### src/rtl/shift_sub_div.sv
// Sequential signed 16/8 divider: restoring shift-subtract on magnitudes, one quotient bit per clock,
// followed by a sign-fixup cycle. Latency is 17 clocks from the accepting edge to Done.
module shift_sub_div (
    input  logic        Clock,
    input  logic        Reset,
    input  logic        Start,
    input  logic [15:0] N,
    input  logic [7:0]  D,
    output logic        Busy,
    output logic        Done,
    output logic [15:0] Q,
    output logic [7:0]  Rem,
    output logic        DivZero,
    output logic        Ovf
);

    typedef enum logic [1:0] {IDLE, RUN, FIX} stateT;

    stateT       state, nextState;
    logic [15:0] quo;
    logic [7:0]  dAbs;
    logic [7:0]  partial;
    logic [3:0]  count;
    logic        qNeg, rNeg, zeroOp, ovfOp;

    logic [15:0] nAbsIn;
    logic [7:0]  dAbsIn;
    logic [8:0]  partialShift;
    logic [8:0]  trial;
    logic        fits;

    assign nAbsIn = N[15] ? (16'd0 - N) : N;
    assign dAbsIn = D[7]  ? (8'd0 - D)  : D;

    // quo doubles as the dividend shifter: its MSB feeds the partial remainder while quotient bits enter at the LSB
    assign partialShift = {partial, quo[15]};
    assign trial        = partialShift - {1'b0, dAbs};
    assign fits         = ~trial[8];

    assign Busy = (state != IDLE);

    always_ff @(posedge Clock or posedge Reset) begin
        if (Reset) begin
            state <= IDLE;
        end else begin
            state <= nextState;
        end
    end

    always_comb begin
        nextState = state;
        case (state)
            IDLE:    if (Start) nextState = RUN;
            RUN:     if (count == 4'd15) nextState = FIX;
            FIX:     nextState = IDLE;
            default: nextState = IDLE;
        endcase
    end

    always_ff @(posedge Clock or posedge Reset) begin
        if (Reset) begin
            quo     <= 16'd0;
            dAbs    <= 8'd0;
            partial <= 8'd0;
            count   <= 4'd0;
            qNeg    <= 1'b0;
            rNeg    <= 1'b0;
            zeroOp  <= 1'b0;
            ovfOp   <= 1'b0;
            Done    <= 1'b0;
            Q       <= 16'd0;
            Rem     <= 8'd0;
            DivZero <= 1'b0;
            Ovf     <= 1'b0;
        end else begin
            Done <= 1'b0;
            case (state)
                IDLE: begin
                    if (Start) begin
                        quo     <= nAbsIn;
                        dAbs    <= dAbsIn;
                        qNeg    <= N[15] ^ D[7];
                        rNeg    <= N[15];
                        zeroOp  <= (D == 8'd0);
                        ovfOp   <= (N == 16'h8000) && (D == 8'hFF);
                        partial <= 8'd0;
                        count   <= 4'd0;
                    end
                end
                RUN: begin
                    // the remainder stays below |D| <= 128, so 8 bits hold it between steps
                    partial <= fits ? trial[7:0] : partialShift[7:0];
                    quo     <= {quo[14:0], fits};
                    count   <= count + 4'd1;
                end
                FIX: begin
                    Done <= 1'b1;
                    if (zeroOp) begin
                        Q       <= 16'd0;
                        Rem     <= 8'd0;
                        DivZero <= 1'b1;
                        Ovf     <= 1'b0;
                    end else if (ovfOp) begin
                        Q       <= 16'h8000;
                        Rem     <= 8'd0;
                        DivZero <= 1'b0;
                        Ovf     <= 1'b1;
                    end else begin
                        Q       <= qNeg ? (16'd0 - quo) : quo;
                        Rem     <= rNeg ? (8'd0 - partial) : partial;
                        DivZero <= 1'b0;
                        Ovf     <= 1'b0;
                    end
                end
                default: ;
            endcase
        end
    end

endmodule
### config.mk
export PLATFORM = sky130hd
export DESIGN_NAME = shift_sub_div
export DESIGN_NICKNAME = d
export VERILOG_FILES = /design/src/rtl/shift_sub_div.sv
export SDC_FILE = /design/constraint.sdc
export NUM_CORES = 1
export LEC_CHECK = 0
export ABC_AREA = 1
export BUFFER_PORTS_ARGS = -buffer_cell sky130_fd_sc_hd__buf_2
export CAP_MARGIN = 20
export CORE_MARGIN = 8
export CORE_UTILIZATION = 50
export DETAILED_ROUTE_END_ITERATION = 12
export PLACE_DENSITY = 0.84
export REMOVE_ABC_BUFFERS = 1
export SYNTH_ARGS = -nofsm -noshare
export SYNTH_HDL_FRONTEND = slang
export SYNTH_SLANG_ARGS = --single-unit
### constraint.sdc
create_clock -name Clock -period 2.05 [get_ports Clock]
set_input_delay 0.205 -clock Clock [delete_from_list [all_inputs] [get_ports Clock]]
set_output_delay 0.205 -clock Clock [all_outputs]
set_load 0.01 [all_outputs]
======== After elaboration in Yosys (flattened, before gate mapping) ========
Index checks and enable logic that the tools add are counted.
word-level totals
  register bits ........................... 69
  input port bits ......................... 27
  output and inout port bits .............. 28
cells by class
  add/subtract/negate cells ............... 6
  eq/ne operators ......................... 7
  muxes and demuxes ....................... 22
  bitwise logic cells ..................... 2
  reductions and logical operators ........ 8
operator list
  cell                                                                   number
  16-bit two-way mux                                                     5
  8-bit two-way mux                                                      6
  16-bit case mux with 2 select lines                                    1
  1-bit by 16-bit subtractor with 16-bit output, first input constant    2
  16-bit equality test, second input constant                            1
  8-bit case mux with 2 select lines                                     1
  1-bit by 8-bit subtractor with 8-bit output, first input constant      2
  9-bit by 8-bit subtractor with 9-bit output                            1
  8-bit equality test, second input constant                             1
  8-bit logical NOT                                                      1
  4-bit case mux with 2 select lines                                     1
  2-bit AND reduction                                                    3
  4-bit by 1-bit adder with 4-bit output, second input constant          1
  4-bit equality test, second input constant                             1
  1-bit two-way mux                                                      4
  2-bit two-way mux                                                      2
  4-bit two-way mux                                                      1
  2-bit inequality test, second input constant                           2
  2-bit case mux with 2 select lines                                     1
  2-bit nonzero test                                                     2
  2-bit by 1-bit equality test with 1-bit output, second input constant  1
  2-bit equality test, second input constant                             1
  2-bit logical NOT                                                      1
  1-bit logical AND                                                      1
  other kinds (2)                                                        2

======== Longest topological paths before layout ========
  depth after elaboration ................. 4
  mapped depth ............................ 13
  gate-level depth less buffers ........... 13

======== Worst setup path before layout ========
OpenSTA, ideal clock, no wires.
  path type ............................... register -> register
  from .................................... reg quo[15]
  to ...................................... reg partial[7]
  library setup time ...................... 0.117 ns
  arrival time ............................ 1.716 ns
  data required time ...................... 1.933 ns
  setup slack ............................. 0.217 ns
  stages on the path, launching flop included .. 14
  path buffers ............................ 0
  cells stage by stage .................... dfrtp_1 inv_1 ha_1 fa_1 inv_1 nand2_1 nand2_1 nand3_2 nand2_2 nand2_4 nand2_2 nand2_1 nand3_1 nand2_1
between the ends
  word-level cells in the longest chain between the ends .. 3
RTL lines
  element                                      line  RTL
  start, declared                              20    logic [15:0] quo;
  start signal, assigned                       80    quo <= nAbsIn;
  start signal, assigned                       93    quo <= {quo[14:0], fits};
  9-bit by 8-bit subtractor with 9-bit output  37    assign trial = partialShift - {1'b0, dAbs};
  8-bit two-way mux                            92    partial <= fits ? trial[7:0] : partialShift[7:0];
  8-bit case mux with 2 select lines           77    case (state)
  end signal, assigned                         92
  end, declared                                22    logic [7:0] partial;
Every way passes these cells.
A chain may end at the register's enable or synchronous reset.

======== Worst setup path after layout ========
  from .................................... reg quo[15]
  to ...................................... reg partial[5]
The elaborated chain is that of the path after synthesis.

==> impl_metrics.toml <==
[cells_and_area]
nFillCells = 799
synthToLayoutAreaGrowth_pct = 12.9
fin_util = 0.574
final_common_cell = "nand2_1"
fin_cells = 766
diodes = 0
final_nets = 696
post-route-cell-area_um2 = 4960
layout_common_cells = "nand2_1 (171), inv_1 (73), dfrtp_1 (69), nand3_1 (58), buf_2 (54)"
drive_above_1_share = 0.161

[synth]
synth.avg_cell_area_um2 = 7.36
synth_cells = 597
synth_ff_type = "dfrtp_1"
ys_async_sr_fraction = 1.00
yosys_warnings = 0
synth.cell_area_um2 = 4390
ys_ff_latch = 69
synth_edf_count = 0
ys_types = 40
yosysSeqAreaShare = 0.393

[critical_path]
worstPathArrival_ns = 2.12
worstSetupStartpointType = "flip-flop"
critical_path_class = "reg -> reg"
critPathMaxStageDelay_ns = 0.36
ff2ff_path_depth = 11
ff2ff_setup_slack_ns = 0.16
rr_endpoint = "partial[5]"
crit_end = "partial[5]"
path_cells = "inv_1 > ha_2 > fa_2 > inv_1 > nand2_1 > nand2_2 > nand3_2 > nand3_2 > nand3_1 > nand3_1 > nand2_1"
required_ns = 2.29
crit_fanout = 9
r2r-start = "quo[15]"
worst_setup_path_end_kind = "flip-flop"
slowest_stage = "dfrtp_1"
crit_path_start = "quo[15]"

[cts]
clk_latency_ns = 0.35
cts_buffers = 9
path_clk_slew_ns = 0.07
cts_max_path_buffers = 2
ctsHtreeMaxLevel = 3
tritoncts = "built"
cts_root_buffer = "clkbuf_8"
clock_sinks = 69

[die]
initial_core_util = 0.509
coreArea_um2 = 8640
fp.dieW_um = 110
design.portCount = 55
rows = 34
die_h_um = 110
dieArea_um2 = 12000

[route]
drtAntennaViolNets = 0
drt-initial-drc-count = 336
vias = 4180
dr.pass1.iters = 5
wirelength_um = 11100
wire_per_inst_um = 14.5
drc = 0
routed_via_density = 5.46

[global_routing]
grt_pass1_vias = 3986
grt_use_total = 0.192
grt_pass1_wl_um = 18300
antenna_found_initial = 0
grt_max_degree = 31
gr-total-overflow = 0

[place]
routabilityCongestion = 0.887
place_inst = 749
post_dp_cell_area_um2 = 4770
place_hpwl_um = 8270
numPortBuffers = 54

[power_and_ir_drop]
max-vdd-ir-drop_uv = 808
p_leak_nw = 2.58
powerDensity_nw_per_um2 = 1520

[sta]
tightest_slew_ns = 0.654
min_period_ns = 1.89
period_share = 0.920
slew_violations = 0
setup_total_negative_slack_ns = 0
finalHoldViolCount = 0
maxSlewHeadroom = 0.563
setup_violations = 0
finClkSkew_ns = 0.0111
rsz0062_at_grt = "no"
max_freq_mhz = 530

[hold_path]
hold_depth = 2
holdCritPathClass = "in -> reg"

[status]
status = "complete, no violations"

[run]
drv_cap = 0
registers in the layout (all words and copies together) (netlist names), 2 cells and up:
name     cells
partial      8
dAbs         8
count        4
state        2
Rem          8
Q           16
quo         16
Yosys cell counts (4+ instances only):
cell / n / area [um2]
nor2_1: 42 / 158
nand2_2: 7 / 43.8
dfrtp_1: 69 / 1730
buf_2: 11 / 55.1
xor2_1: 14 / 123
nand2_1: 172 / 646
inv_1: 74 / 278
o21ai_1: 8 / 40.0
nand3_2: 4 / 40.0
o31ai_1: 5 / 37.5
ha_1: 14 / 175
o21ai_0: 38 / 190
nand3b_1: 4 / 30.0
nand3_1: 58 / 290
a22oi_1: 14 / 105
a21oi_1: 14 / 70.1
o211ai_1: 6 / 45.0
nor3_1: 5 / 25.0
worst min path at each step:
stage,slack (ns),endpoint,startpoint
after floorplan,0.30,zeroOp,D[7]
after global placement,0.32,Rem[2],Reset
final,0.09,zeroOp,D[6]
after detailed placement,0.33,Rem[4],Reset
after global routing,0.1,zeroOp,D[6]
after CTS,0.08,zeroOp,D[6]
routing by layer:
layer	share of wire	routed length (um)	track usage
met5	0	0	0
met4	0.022	242	0.0752
met3	0.084	932	0.0492
met2	0.46	5090	0.299
met1	0.44	4850	0.250
power by group:
group / switching (mW) / internal (mW)
combinational: 2.59 / 1.60
sequential: 0.484 / 1.92
clock: 0.508 / 0.431
stage by stage:
stage | hold slack (ns) | worst slack, ns | power, mW
2_1_floorplan | 0.301 | 0.105 | 5.34
3_3_place_gp | 0.320 | 0.117 | 6.28
3_5_place_dp | 0.333 | 0.0226 | 6.48
4_1_cts | 0.0810 | 0.0133 | 7.45
5_1_grt | 0.0955 | 0.0254 | 8.27
6_report | 0.0873 | 0.164 | 7.53
area by class of cell:
class	instances	area (um2)	area share
Clock buffer	11	131	0.0265
Clock inverter	4	26.3	0.00530
Inverter	80	305	0.0616
Multi-Input combinational cell	431	2270	0.458
Sequential cell	69	1730	0.348
Tap cell	108	135	0.0272
Timing Repair Buffer	63	365	0.0737
worst max-delay path, delay by kind of cell, from the launching register on:
kind	cells	cell delay, ns
adders and majority gates	2	0.55
buffers and inverters	2	0.14
and+or+nand+nor	7	0.73
DFF	1	0.36
cells by family after synthesis:
kind of cell | Yosys count | synth area share
compound gates | 96 | 0.133
xor+xnor | 16 | 0.0319
fa+ha+maj | 15 | 0.0444
buf+inv | 97 | 0.0931
flops | 69 | 0.393
simple gates | 304 | 0.305
timing repair:
item                                   CTS  global route
hold buffers                             1             0
buffers inserted                         0             1
setup endpoints to repair                0             9
endpoints found under the hold margin   28             0
resized for setup                        0             4
Note: power is estimated with default switching activity, not from simulation.
